**src/rtl/shift_pkg.sv**
```systemverilog
// Shared definitions for the pipelined barrel shifter: operation encodings and
// the helper that derives the shift-amount width from the data width.
package shift_pkg;

  typedef enum logic [1:0] {
    OP_SLL = 2'b00,
    OP_SRL = 2'b01,
    OP_SRA = 2'b10,
    OP_ROL = 2'b11
  } shift_op_e;

  function automatic int shamt_width(input int width);
    return $clog2(width);
  endfunction

endpackage

```
**src/rtl/shift_stage.sv**
```systemverilog
// One registered stage of the barrel shifter: conditionally shifts by a fixed
// DIST and holds valid/data/remaining-shamt/op/tag with ready/valid handshaking.
module shift_stage
  import shift_pkg::*;
#(
  parameter int WIDTH   = 32,
  parameter int SHAMT_W = 5,
  parameter int TAG_W   = 4,
  parameter int DIST    = 16
) (
  input  logic               clock,
  input  logic               reset,
  input  logic               up_valid_i,
  output logic               up_ready_o,
  input  logic [WIDTH-1:0]   up_data_i,
  input  logic [SHAMT_W-1:0] up_shamt_i,
  input  logic [1:0]         up_op_i,
  input  logic [TAG_W-1:0]   up_tag_i,
  output logic               dn_valid_o,
  input  logic               dn_ready_i,
  output logic [WIDTH-1:0]   dn_data_o,
  output logic [SHAMT_W-1:0] dn_shamt_o,
  output logic [1:0]         dn_op_o,
  output logic [TAG_W-1:0]   dn_tag_o
);

  logic               valid_q, valid_d;
  logic [WIDTH-1:0]   data_q,  data_d;
  logic [SHAMT_W-1:0] shamt_q, shamt_d;
  logic [1:0]         op_q,    op_d;
  logic [TAG_W-1:0]   tag_q,   tag_d;

  logic             load;
  logic [WIDTH-1:0] shifted;
  shift_op_e        op_in;

  assign op_in = shift_op_e'(up_op_i);

  // The shamt MSB always belongs to this stage; earlier stages have already
  // shifted their bits out. For SRA the partial MSB still equals the operand
  // MSB because every earlier stage sign-filled.
  always_comb begin
    shifted = up_data_i;
    if (up_shamt_i[SHAMT_W-1]) begin
      case (op_in)
        OP_SLL:  shifted = {up_data_i[WIDTH-1-DIST:0], {DIST{1'b0}}};
        OP_SRL:  shifted = {{DIST{1'b0}}, up_data_i[WIDTH-1:DIST]};
        OP_SRA:  shifted = {{DIST{up_data_i[WIDTH-1]}}, up_data_i[WIDTH-1:DIST]};
        OP_ROL:  shifted = {up_data_i[WIDTH-1-DIST:0], up_data_i[WIDTH-1:WIDTH-DIST]};
        default: shifted = up_data_i;
      endcase
    end
  end

  // Accept when empty or when the current entry leaves this same cycle.
  assign up_ready_o = !valid_q || dn_ready_i;
  assign load       = up_valid_i && up_ready_o;

  // NOTE: every next-state signal takes its hold value first, so no path
  // leaves a variable unassigned and no latch is inferred.
  always_comb begin
    valid_d = valid_q;
    data_d  = data_q;
    shamt_d = shamt_q;
    op_d    = op_q;
    tag_d   = tag_q;
    if (up_ready_o) begin
      valid_d = up_valid_i;
    end
    if (load) begin
      data_d  = shifted;
      shamt_d = {up_shamt_i[SHAMT_W-2:0], 1'b0};
      op_d    = up_op_i;
      tag_d   = up_tag_i;
    end
  end

  // NOTE: state updates use non-blocking assignments so all stages sample
  // their neighbours' pre-edge values and the pipeline shifts as one.
  always_ff @(posedge clock) begin
    if (reset) begin
      // NOTE: payload registers are cleared as well as valid, so outputs read
      // as zero straight out of reset rather than showing stale contents.
      valid_q <= 1'b0;
      data_q  <= '0;
      shamt_q <= '0;
      op_q    <= '0;
      tag_q   <= '0;
    end else begin
      valid_q <= valid_d;
      data_q  <= data_d;
      shamt_q <= shamt_d;
      op_q    <= op_d;
      tag_q   <= tag_d;
    end
  end

  assign dn_valid_o = valid_q;
  assign dn_data_o  = data_q;
  assign dn_shamt_o = shamt_q;
  assign dn_op_o    = op_q;
  assign dn_tag_o   = tag_q;

endmodule

```
**src/rtl/barrel_shift_pipe.sv**
```systemverilog
// Pipelined barrel shifter (SLL/SRL/SRA/ROL): a chain of SHAMT_W shift_stage
// instances, largest distance first, with elastic ready/valid flow control.
module barrel_shift_pipe
  import shift_pkg::*;
#(
  parameter int WIDTH = 32,
  parameter int TAG_W = 4
) (
  input  logic                          clock,
  input  logic                          reset,
  input  logic                          in_valid,
  output logic                          in_ready,
  input  logic [WIDTH-1:0]              in_data,
  input  logic [shamt_width(WIDTH)-1:0] in_shamt,
  input  logic [1:0]                    in_op,
  input  logic [TAG_W-1:0]              in_tag,
  output logic                          out_valid,
  input  logic                          out_ready,
  output logic [WIDTH-1:0]              out_data,
  output logic [TAG_W-1:0]              out_tag
);

  localparam int SHAMT_W = shamt_width(WIDTH);

  if (WIDTH < 8 || WIDTH > 64 || (WIDTH & (WIDTH - 1)) != 0) begin : g_bad_width
    $error("barrel_shift_pipe: WIDTH must be a power of two from 8 to 64");
  end

  // Each generate block owns its stage's link signals; neighbours are reached
  // by block name so the ready chain never loops through one shared array.
  for (genvar k = 0; k < SHAMT_W; k++) begin : g_stage
    logic               up_valid;
    logic               up_ready;
    logic [WIDTH-1:0]   up_data;
    logic [SHAMT_W-1:0] up_shamt;
    logic [1:0]         up_op;
    logic [TAG_W-1:0]   up_tag;
    logic               dn_valid;
    logic               dn_ready;
    logic [WIDTH-1:0]   dn_data;
    logic [SHAMT_W-1:0] dn_shamt;
    logic [1:0]         dn_op;
    logic [TAG_W-1:0]   dn_tag;

    if (k == 0) begin : g_head
      assign up_valid = in_valid;
      assign up_data  = in_data;
      assign up_shamt = in_shamt;
      assign up_op    = in_op;
      assign up_tag   = in_tag;
    end else begin : g_link
      assign up_valid = g_stage[k-1].dn_valid;
      assign up_data  = g_stage[k-1].dn_data;
      assign up_shamt = g_stage[k-1].dn_shamt;
      assign up_op    = g_stage[k-1].dn_op;
      assign up_tag   = g_stage[k-1].dn_tag;
    end

    if (k == SHAMT_W - 1) begin : g_tail
      assign dn_ready = out_ready;
    end else begin : g_mid
      assign dn_ready = g_stage[k+1].up_ready;
    end

    shift_stage #(
      .WIDTH  (WIDTH),
      .SHAMT_W(SHAMT_W),
      .TAG_W  (TAG_W),
      .DIST   (1 << (SHAMT_W - 1 - k))
    ) u_stage (
      .clock     (clock),
      .reset     (reset),
      .up_valid_i(up_valid),
      .up_ready_o(up_ready),
      .up_data_i (up_data),
      .up_shamt_i(up_shamt),
      .up_op_i   (up_op),
      .up_tag_i  (up_tag),
      .dn_valid_o(dn_valid),
      .dn_ready_i(dn_ready),
      .dn_data_o (dn_data),
      .dn_shamt_o(dn_shamt),
      .dn_op_o   (dn_op),
      .dn_tag_o  (dn_tag)
    );
  end

  assign in_ready  = g_stage[0].up_ready;
  assign out_valid = g_stage[SHAMT_W-1].dn_valid;
  assign out_data  = g_stage[SHAMT_W-1].dn_data;
  assign out_tag   = g_stage[SHAMT_W-1].dn_tag;

  // The last stage's leftover shamt and op have no consumer.
  logic unused_tail;
  assign unused_tail = ^{g_stage[SHAMT_W-1].dn_shamt, g_stage[SHAMT_W-1].dn_op};

endmodule

```
**config.mk**
```make
export PLATFORM = sky130hd
export DESIGN_NAME = barrel_shift_pipe
export DESIGN_NICKNAME = d
export VERILOG_FILES = /design/src/rtl/shift_pkg.sv /design/src/rtl/shift_stage.sv /design/src/rtl/barrel_shift_pipe.sv
export SDC_FILE = /design/constraint.sdc
export NUM_CORES = 1
export LEC_CHECK = 0
export CAP_MARGIN = 25
export CORE_MARGIN = 2
export CORE_UTILIZATION = 45
export DETAILED_ROUTE_END_ITERATION = 12
export HOLD_SLACK_MARGIN = 0.03
export PLACE_DENSITY = 0.61
export SYNTH_ARGS = -nofsm -noshare
export SYNTH_HDL_FRONTEND = slang
export SYNTH_SLANG_ARGS = --single-unit
```
**constraint.sdc**
```tcl
create_clock -name clock -period 3.7 [get_ports clock]
set_input_delay 0.74 -clock clock [delete_from_list [all_inputs] [get_ports clock]]
set_output_delay 0.74 -clock clock [all_outputs]
set_load 0.01 [all_outputs]
```
==> impl_metrics.json <==
{
  "outcome": "complete, no violations",
  "drt_wl_total_um": 26670,
  "synth_edf_count": 0,
  "synth-seq-area-share": 0.3824,
  "cp-end-kind": "output pin",
  "initial_core_util": 0.4554,
  "via_count": 9084,
  "hp-class": "flip-flop to flip-flop",
  "synthesis.nets": 1329,
  "chipWidth_um": 157.7,
  "h-tree-depth": 1,
  "dp_cells": 1584,
  "cts_buffer_depth": 3,
  "clock_latency_ps": 510,
  "hold_viol": 0,
  "grt_overflow": 0,
  "critPathKind": "input port to output pin",
  "p_seq_frac": 0.441,
  "fin_cells": 1631,
  "dieArea_sq_mm": 0.02486,
  "fillers": 2238,
  "syn-instance-count": 1282,
  "skew_ps": 11.28,
  "holdWs_ps": 442.1,
  "cpMostUsedCell": "clkdlybuf4s50_1",
  "die_y_um": 157.7,
  "fin_tns_setup_ps": 0,
  "r2r_slack_ps": 1600,
  "cts_tree": "done",
  "cts_hold_buffers": 0,
  "track_usage": 0.2138,
  "timing.fmax_mhz": 324.9,
  "critPathRequiredTime_ps": 2960,
  "worstPathArrival_ps": 2340,
  "grt_pass1_wl_um": 43570,
  "setup_viol": 0,
  "worstRegToRegCells": 4,
  "ctsRootBufferMaster": "clkbuf_16",
  "drv_slew": 0,
  "fin_util": 0.5334,
  "slowest_delay_ps": 480,
  "pwr-share-clk": 0.471,
  "post-dp-hpwl_um": 17850,
  "power_switching_share": 0.2394,
  "cp-start-kind": "input port",
  "wl_per_cell_um": 16.35,
  "avgSynthCellArea_sq_um": 8.289,
  "relSlewSlack": 0.3030,
  "synth_ff_type": "dfxtp_1",
  "cp_slowest_cell": "clkdlybuf4s50_1",
  "viasPerCell": 5.570,
  "critPathMaxFanout": 6,
  "clock-sinks": 203,
  "antenna_found_initial": 0,
  "diodes": 0,
  "std_cell_rows": 56,
  "antenna_left": 0,
  "yosys_register_bits": 203,
  "crit_chain": "clkdlybuf4s50_1 > nand4b_2 > nor2_1 > nand2_1 > clkdlybuf4s50_1",
  "pwr-share-comb": 0.088,
  "grt_max_degree": 72,
  "holdPathStages": 2,
  "leakage_uw": 0.004165,
  "drive_gt1_frac": 0.09146,
  "worstMarginPinSlew_ps": 1044,
  "period_share": 0.8320,
  "synth_area_sq_mm": 0.01063,
  "grt_pass1_vias": 8114,
  "drc_errors": 0,
  "maxCapViolations": 0,
  "async_flop_share": 0,
  "grt_setup_unrepaired": "no",
  "gp_congestion": 0.8234,
  "cts_buffers": 23,
  "path_clk_slew_ps": 60,
  "drtIter0Drc": 659,
  "ys_warn_count": 0,
  "area_growth_pct": 17.12,
  "firstDrtPassIters": 5,
  "core_sq_mm": 0.02333,
  "cts_resized": 0,
  "ios": 85,
  "final_net_count": 1342,
  "post_cts_buffers": 0,
  "min_period_ps": 3078,
  "intPower_uw": 3993,
  "power_switching_uw": 1257,
  "power_density_mw_per_mm2": 421.8,
  "vdd_drop_max_v": 0.0002655,
  "port_buffers": 84,
  "ys_types": 47
}
==> final timing paths <==
kind                                         start                               end
hold reg to reg   g_stage[2].u_stage.dn_shamt_o[3]  g_stage[3].u_stage.dn_shamt_o[4]
hold / removal    g_stage[2].u_stage.dn_shamt_o[3]  g_stage[3].u_stage.dn_shamt_o[4]
setup reg to reg     g_stage[0].u_stage.dn_op_o[1]  g_stage[1].u_stage.dn_data_o[15]
setup / recovery                         out_ready                          in_ready
==> flip-flops by register name, indices dropped and copies added, names as in the netlist <==
register / cells
g_stage.u_stage.dn_shamt_o: 10
g_stage.u_stage.dn_data_o: 160
g_stage.u_stage.dn_op_o: 8
g_stage.u_stage.dn_tag_o: 20
g_stage.u_stage.dn_valid_o: 5
==> synthesized netlist by cell type, types with 2 or more instances <==
cell type | number | area share
a211o_1 | 91 | 0.075
a211oi_1 | 4 | 0.0028
a21oi_1 | 168 | 0.079
a21oi_2 | 10 | 0.0082
a22o_1 | 28 | 0.023
a22oi_1 | 19 | 0.013
a311oi_1 | 16 | 0.013
buf_1 | 8 | 0.0028
buf_2 | 25 | 0.012
buf_4 | 8 | 0.0057
buf_6 | 7 | 0.0074
clkbuf_1 | 75 | 0.026
dfxtp_1 | 203 | 0.38
inv_1 | 8 | 0.0028
mux2_2 | 21 | 0.022
mux2i_1 | 120 | 0.11
nand2_1 | 187 | 0.066
nand2b_1 | 2 | 0.0012
nand3_1 | 12 | 0.0057
nand3b_1 | 12 | 0.0085
nor2_1 | 148 | 0.052
nor2_2 | 3 | 0.0018
nor2b_1 | 17 | 0.010
nor3_1 | 18 | 0.0085
o211ai_1 | 35 | 0.025
o21ai_0 | 10 | 0.0047
o21ai_1 | 2 | 0.00094
o22ai_1 | 2 | 0.0012
o2bb2ai_1 | 3 | 0.0025
o41ai_1 | 2 | 0.0016
xnor2_4 | 2 | 0.0052
==> power by group through the flow <==
| stage | sequential, uW | clock [uW] | combinational (uW) |
|---|---|---|---|
| global placement | 2370 | 0 | 434 |
| floorplan | 2330 | 0 | 340 |
| CTS | 2330 | 2520 | 443 |
| detailed placement | 2380 | 0 | 442 |
| global route | 2320 | 2620 | 511 |
| finish | 2320 | 2470 | 460 |
==> layer usage <==
metal / routed length, um / share of wire / up-vias / track usage
met2: 11930 / 0.45 / 144 / 0.3311
met3: 879 / 0.033 / 31 / 0.02573
met5: 0 / 0 / - / 0
li1: - / - / 4610 / -
met4: 461 / 0.017 / 0 / 0.04632
met1: 13400 / 0.50 / 4299 / 0.3177
==> metrics by stage <==
step | setup WS [ps] | area, sq um | power, uW
6_report | 621.8 | 12450 | 5250
5_1_grt | 448.4 | 12450 | 5453
4_1_cts | 608.6 | 12350 | 5291
3_5_place_dp | 618.9 | 11500 | 2818
3_3_place_gp | 628.9 | 11500 | 2809
2_1_floorplan | 1683 | 10630 | 2666
==> area by class of cell <==
class	instances	area (sq um)	area share
Multi-Input combinational cell	946	5972	0.4798
Sequential cell	203	4069	0.3269
Timing Repair Buffer	112	1131	0.09088
Clock buffer	35	720.7	0.05791
Tap cell	319	399.1	0.03207
Clock inverter	7	120.1	0.009651
Inverter	9	33.78	0.002714
==> layout by cell type, fill, tap and decap left out, types with 4 or more instances in the layout <==
cell type / synthesis / layout
nor2_1: 148 / 148
dfxtp_1: 203 / 199
o211ai_1: 35 / 35
clkbuf_8: 0 / 10
mux2_2: 21 / 21
mux2i_1: 120 / 120
nand3_1: 12 / 12
a21oi_2: 10 / 10
a22o_1: 28 / 28
clkbuf_16: 0 / 23
buf_4: 8 / 22
dfxtp_2: 0 / 4
a22oi_1: 19 / 19
nor2b_1: 17 / 17
a21oi_1: 168 / 168
nand2_1: 187 / 185
clkdlybuf4s50_1: 0 / 82
nor3_1: 18 / 18
a211oi_1: 4 / 4
buf_12: 1 / 7
inv_1: 8 / 8
o21ai_0: 10 / 10
a311oi_1: 16 / 16
a211o_1: 91 / 91
nand3b_1: 12 / 12
==> cells by family (layout without fill, tap and decap cells) <==
group / after synthesis / after routing / share of synthesized area
muxes: 141 / 141 / 0.1353
DFF: 203 / 203 / 0.3824
xor gates and xnor gates: 4 / 4 / 0.009302
and+or+nand+nor: 406 / 406 / 0.1592
AOI/OAI and AO/OA: 395 / 395 / 0.2546
buffers and inverters: 133 / 163 / 0.05923
==> critical path: cells and delay by family <==
family	cells	cell delay [ps]
buffers and inverters	2	910
and+or+nand+nor	3	680
Power figures use the tool's default switching activity.
